[src/rtl/imem_boot_loader.sv]
// Byte-stream boot loader: assembles framed little-endian words into instruction memory
// and holds the CPU in reset until a checksum-verified image is in place. Option: BOOT_TIMEOUT_EN.
module imem_boot_loader #(
  parameter int          ADDR_W         = 10,
  parameter int          MAX_WORDS      = 1024,
  parameter logic [7:0]  SYNC_BYTE      = 8'hA5,
  parameter int          TIMEOUT_CYCLES = 100000
) (
  input  logic              clk,
  input  logic              rst,
  input  logic              in_valid,
  input  logic [7:0]        in_data,
  output logic              in_ready,
  output logic              imem_we,
  output logic [ADDR_W-1:0] imem_addr,
  output logic [31:0]       imem_wdata,
  output logic              cpu_rst,
  output logic              done,
  output logic              error,
  output logic [ADDR_W:0]   words_loaded
);

  typedef enum logic [2:0] {
    S_IDLE, S_LEN0, S_LEN1, S_DATA, S_CHK, S_DONE, S_ERROR
  } state_t;

  state_t              state, state_next;
  logic [7:0]          len_lo;
  logic [15:0]         len;
  logic [1:0]          byte_idx;
  logic [ADDR_W-1:0]   word_idx;
  logic [23:0]         word_buf;
  logic [7:0]          csum;

  logic                accept, is_sync, word_end, last_word, timeout;
  logic                in_ready_d, done_d, cpu_rst_d, error_d, we_d;
  logic [ADDR_W-1:0]   addr_d;
  logic [31:0]         wdata_d;
  logic [ADDR_W:0]     words_d;

  assign accept    = in_valid && in_ready;
  assign is_sync   = (in_data == SYNC_BYTE);
  assign word_end  = (state == S_DATA) && accept && (byte_idx == 2'd3);
  assign last_word = (32'(word_idx) == 32'(len) - 32'd1);

`ifdef BOOT_TIMEOUT_EN
  logic [31:0] tmo_cnt;
  logic        timed;

  assign timed   = (state == S_LEN0) || (state == S_LEN1) || (state == S_DATA) || (state == S_CHK);
  assign timeout = timed && !accept && (tmo_cnt == 32'(TIMEOUT_CYCLES - 1));

  always_ff @(posedge clk) begin
    if (rst || !timed || accept) tmo_cnt <= '0;
    else                         tmo_cnt <= tmo_cnt + 32'd1;
  end
`else
  // Always false: the loader waits indefinitely between bytes.
  assign timeout = (TIMEOUT_CYCLES < 0);
`endif

  // State register plus datapath; every register, including the word buffer, is reset.
  // NOTE: sequential state uses non-blocking (<=) so all registers update from pre-edge values.
  always_ff @(posedge clk) begin
    if (rst) begin
      state        <= S_IDLE;
      len_lo       <= '0;
      len          <= '0;
      byte_idx     <= '0;
      word_idx     <= '0;
      word_buf     <= '0;
      csum         <= '0;
      in_ready     <= 1'b1;
      imem_we      <= 1'b0;
      imem_addr    <= '0;
      imem_wdata   <= '0;
      cpu_rst      <= 1'b1;
      done         <= 1'b0;
      error        <= 1'b0;
      words_loaded <= '0;
    end else begin
      state        <= state_next;
      in_ready     <= in_ready_d;
      imem_we      <= we_d;
      imem_addr    <= addr_d;
      imem_wdata   <= wdata_d;
      cpu_rst      <= cpu_rst_d;
      done         <= done_d;
      error        <= error_d;
      words_loaded <= words_d;
      if (accept) begin
        case (state)
          S_LEN0: len_lo <= in_data;
          S_LEN1: begin
            len      <= {in_data, len_lo};
            byte_idx <= '0;
            word_idx <= '0;
            csum     <= '0;
          end
          S_DATA: begin
            csum     <= csum ^ in_data;
            word_buf <= {in_data, word_buf[23:8]};
            byte_idx <= byte_idx + 2'd1;
            if (byte_idx == 2'd3) word_idx <= word_idx + 1'b1;
          end
          default: ;
        endcase
      end
    end
  end

  // Next-state logic.
  // NOTE: a default assignment first in each always_comb prevents latch inference.
  always_comb begin
    state_next = state;
    case (state)
      S_IDLE:  if (accept && is_sync) state_next = S_LEN0;
      S_LEN0:  if (accept) state_next = S_LEN1;
      S_LEN1:  if (accept) begin
        if ({16'd0, in_data, len_lo} > 32'(MAX_WORDS)) state_next = S_ERROR;
        else if ({in_data, len_lo} == 16'd0)          state_next = S_CHK;
        else                                           state_next = S_DATA;
      end
      S_DATA:  if (word_end && last_word) state_next = S_CHK;
      S_CHK:   if (accept) state_next = (in_data == csum) ? S_DONE : S_ERROR;
      S_DONE:  state_next = S_DONE;
      S_ERROR: if (accept && is_sync) state_next = S_LEN0;
      default: state_next = S_IDLE;
    endcase
    if (timeout) state_next = S_ERROR;
  end

  // Next values of the registered outputs.
  always_comb begin
    in_ready_d = (state_next != S_DONE);
    done_d     = (state_next == S_DONE);
    cpu_rst_d  = (state_next != S_DONE);
    error_d    = (state_next == S_ERROR);
    we_d       = word_end;
    addr_d     = imem_addr;
    wdata_d    = imem_wdata;
    words_d    = words_loaded;
    if (word_end) begin
      addr_d  = word_idx;
      wdata_d = {in_data, word_buf};
      words_d = words_loaded + 1'b1;
    end
    if (accept && is_sync && (state == S_IDLE || state == S_ERROR)) words_d = '0;
  end

endmodule

[config.mk]
export PLATFORM = sky130hd
export DESIGN_NAME = imem_boot_loader
export DESIGN_NICKNAME = d
export VERILOG_FILES = /design/src/rtl/imem_boot_loader.sv
export SDC_FILE = /design/constraint.sdc
export NUM_CORES = 1
export LEC_CHECK = 0
export CORE_ASPECT_RATIO = 0.7
export CORE_MARGIN = 1
export CORE_UTILIZATION = 55
export DETAILED_ROUTE_END_ITERATION = 16
export HOLD_SLACK_MARGIN = 0.1
export PLACE_DENSITY = 0.87
export REMOVE_ABC_BUFFERS = 1
export SLEW_MARGIN = 5
export SYNTH_ARGS = -nofsm -noshare
export SYNTH_HDL_FRONTEND = slang
export SYNTH_SLANG_ARGS = --single-unit
[constraint.sdc]
create_clock -name clk -period 2.9 [get_ports clk]
set_input_delay 0.58 -clock clk [delete_from_list [all_inputs] [get_ports clk]]
set_output_delay 0.58 -clock clk [all_outputs]
set_load 0.02 [all_outputs]
==> results.txt <==
first drt pass iteration count -> 5
Post-Syn Area -> 5400 um2
most frequent cells after synthesis -> 166 x nand2_1, 128 x dfxtp_1, 102 x a21oi_1, 51 x nor2_1, 38 x clkbuf_1
initial antenna violation count -> 0
setup ws final -> 0.189 ns
Routed Antenna Nets -> 0
Post-CTS Hold Fix Bufs -> 0
EDFF count, synth -> 0
Mapped Cells -> 684
Crit Path Category -> flop to flop
Seq/Total Area, Yosys -> 47.5%
slew margin rel. -> 67.1%
Clock Tree Buf Depth -> 2
actual slew at the worst max-slew pin -> 0.494 ns
Buf/Inv on CP -> 0
Chip Width -> 120 um
largest cells by area after synthesis -> dfxtp_1 47%, nand2_1 12%, a21oi_1 9.5%, nor2_1 3.5%, o21ai_0 3.4%
Worst Hold Slack -> 0.451 ns
H-tree depth -> 4
RSZ-0062 raised after global routing -> no
crit share post-route -> 93.5%
design area -> 6800 um2
fin. max-slew vios -> 0
Placement Cell Area -> 6250 um2
CP max stage delay -> 0.73 ns
power density over cell area -> 565 nW/um2
IO Port Bufs -> 68
initial core utilization -> 58.1%
layout cells sized above 1 -> 9.20%
First DRT Iteration DRCs -> 585
CTS sink cnt -> 128
I/O Pins -> 69
CP Cell Sequence -> or4_1 -> nor4_1 -> nand2_1 -> a2111oi_2 -> nand4_1 -> a31oi_2 -> and3b_1
root buffer cell -> clkbuf_16
VDD IR max -> 0.398 mV
routed wl met2 -> 6440 um
number of remaining DRC errors -> 0
FFs w/ async S/R, synth -> 0%
final net count -> 764
worst-path maximum fanout -> 7
n_diodes -> 0
delay-heaviest family, CP -> simple AND/OR/NAND/NOR gates
met3 wire length -> 1080 um
number of CTS-inserted buffers -> 17
routability cong. -> 0.927
Core Region -> 9290 um2
Synth Register Bits -> 128
Synth Flop Type -> dfxtp_1
first-pass GRT wire length -> 23200 um
vias per cell -> 5.80
Crit. End Element -> flop
worst slack, placed -> -0.0393 ns
# rows -> 29
placed insts -> 854
CTS tree -> yes
Leakage -> 2.35 nW
Synth top area share -> 47.5%
most frequent cell after synthesis -> nand2_1
number of global-route vias before repair -> 4819
gr usage total -> 28.9%
clk_lat worst skew -> 0.42 ns
endpoints failing setup -> 0
post-CTS sizing -> 0
fin crit period -> 2.71 ns
clk_skew -> 0.00824 ns
Required @ worst endpoint -> 3.26 ns
grt ovf -> 0
WL met1 -> 6440 um
non-filler cells, final -> 885
Routed wire per std cell -> 16.2 um
DR vias -> 5137
status -> complete, no violations
Avg Cell Area, Syn -> 7.89 um2
hold crit path type -> flop to flop
DP Wirelength -> 9380 um
post-detailed-routing wire length -> 14300 um
Fin. Hold Viols -> 0
MaxCap Viol Count -> 0
Max Clk Rate -> 369 MHz
post-CTS setup buffer count -> 0
overall power -> 3.84 mW
Max Used Layer -> met4
largest net degree at the start of global routing -> 50
clock slew at the register clock pins of the worst setup and hold paths -> 0.06 ns
die area -> 10200 um2
Yosys warnings -> 0
CP startpoint kind -> flop
P&R area growth vs syn -> 26.0%
largest area contributor in the netlist -> dfxtp_1
Distinct cells, synth -> 53
Worst EP arrival -> 3.07 ns
die height -> 84.9 um
Slowest cell on crit path -> or4_1
-- routing by layer --
layer | track usage [%] | vias up
met3 | 7.33 | 40
met5 | 0 | -
met2 | 44.4 | 224
met1 | 38.9 | 2431
li1 | - | 2442
met4 | 11.8 | 0
-- stage by stage --
step	setup TNS (ns)	util [%]
global route	0	73.2
finish	0	73.2
CTS	0	73.2
global placement	0	67.3
floorplan	-67.86	-
detailed placement	-0.0502	67.3
-- worst paths after layout --
check / startpoint / endpoint / slack (ns) / depth (start not counted)
min: imem_wdata[15] / imem_wdata[15] / 0.45 / 2
max reg2reg: len[3] / error / 0.19 / 7
max: len[3] / error / 0.19 / 7
min reg2reg: imem_wdata[15] / imem_wdata[15] / 0.45 / 2
-- cells by family (layout without fill, tap and decap cells) --
family	after synthesis	in the layout	synth area share, %
and+or+nand+nor	298	298	25.2
buffers and inverters	59	136	4.40
DFF	128	128	47.5
muxes	5	5	0.927
adders and majority gates	4	4	0.927
AOI/OAI and AO/OA	161	161	16.4
xor gates and xnor gates	29	29	4.71
-- area by class of cell --
cell class                 count  area, um2
timing repair buffer          94        886
clock inverter                12        110
sequential                   128       2560
fill                         696       2490
multi-input combinational    497       2610
tap                          124        155
clock buffer                  19        443
inverter                      11       41.3
-- report_power, final --
part | internal, mW | switching (mW)
logic | 0.0313 | 0.0602
registers | 1.76 | 0.000307
clock network | 1.19 | 0.798
-- sequential cells by signal (all words and copies together) (netlist names), 2 cells and up --
name	count
len	16
csum	8
words_loaded	11
word_buf	24
word_idx	10
len_lo	8
imem_wdata	32
imem_addr	10
byte_idx	2
state	3
-- layout by cell type, fill, tap and decap left out, types with 12 or more instances in the layout --
cell / Yosys / final
xnor2_1: 17 / 17
buf_4: 1 / 26
a21oi_1: 102 / 102
clkbuf_16: 0 / 17
xor2_1: 12 / 12
nand2_1: 166 / 166
clkdlybuf4s50_1: 0 / 67
dfxtp_1: 128 / 128
o21ai_0: 37 / 37
nor2_1: 51 / 50
-- worst min-delay path, stage by stage (launching register included) --
cell and delay, ns:
dfxtp_1 0.30, nand2_1 0.05, a21oi_1 0.05
No activity file was read; power rests on OpenSTA's default activity.
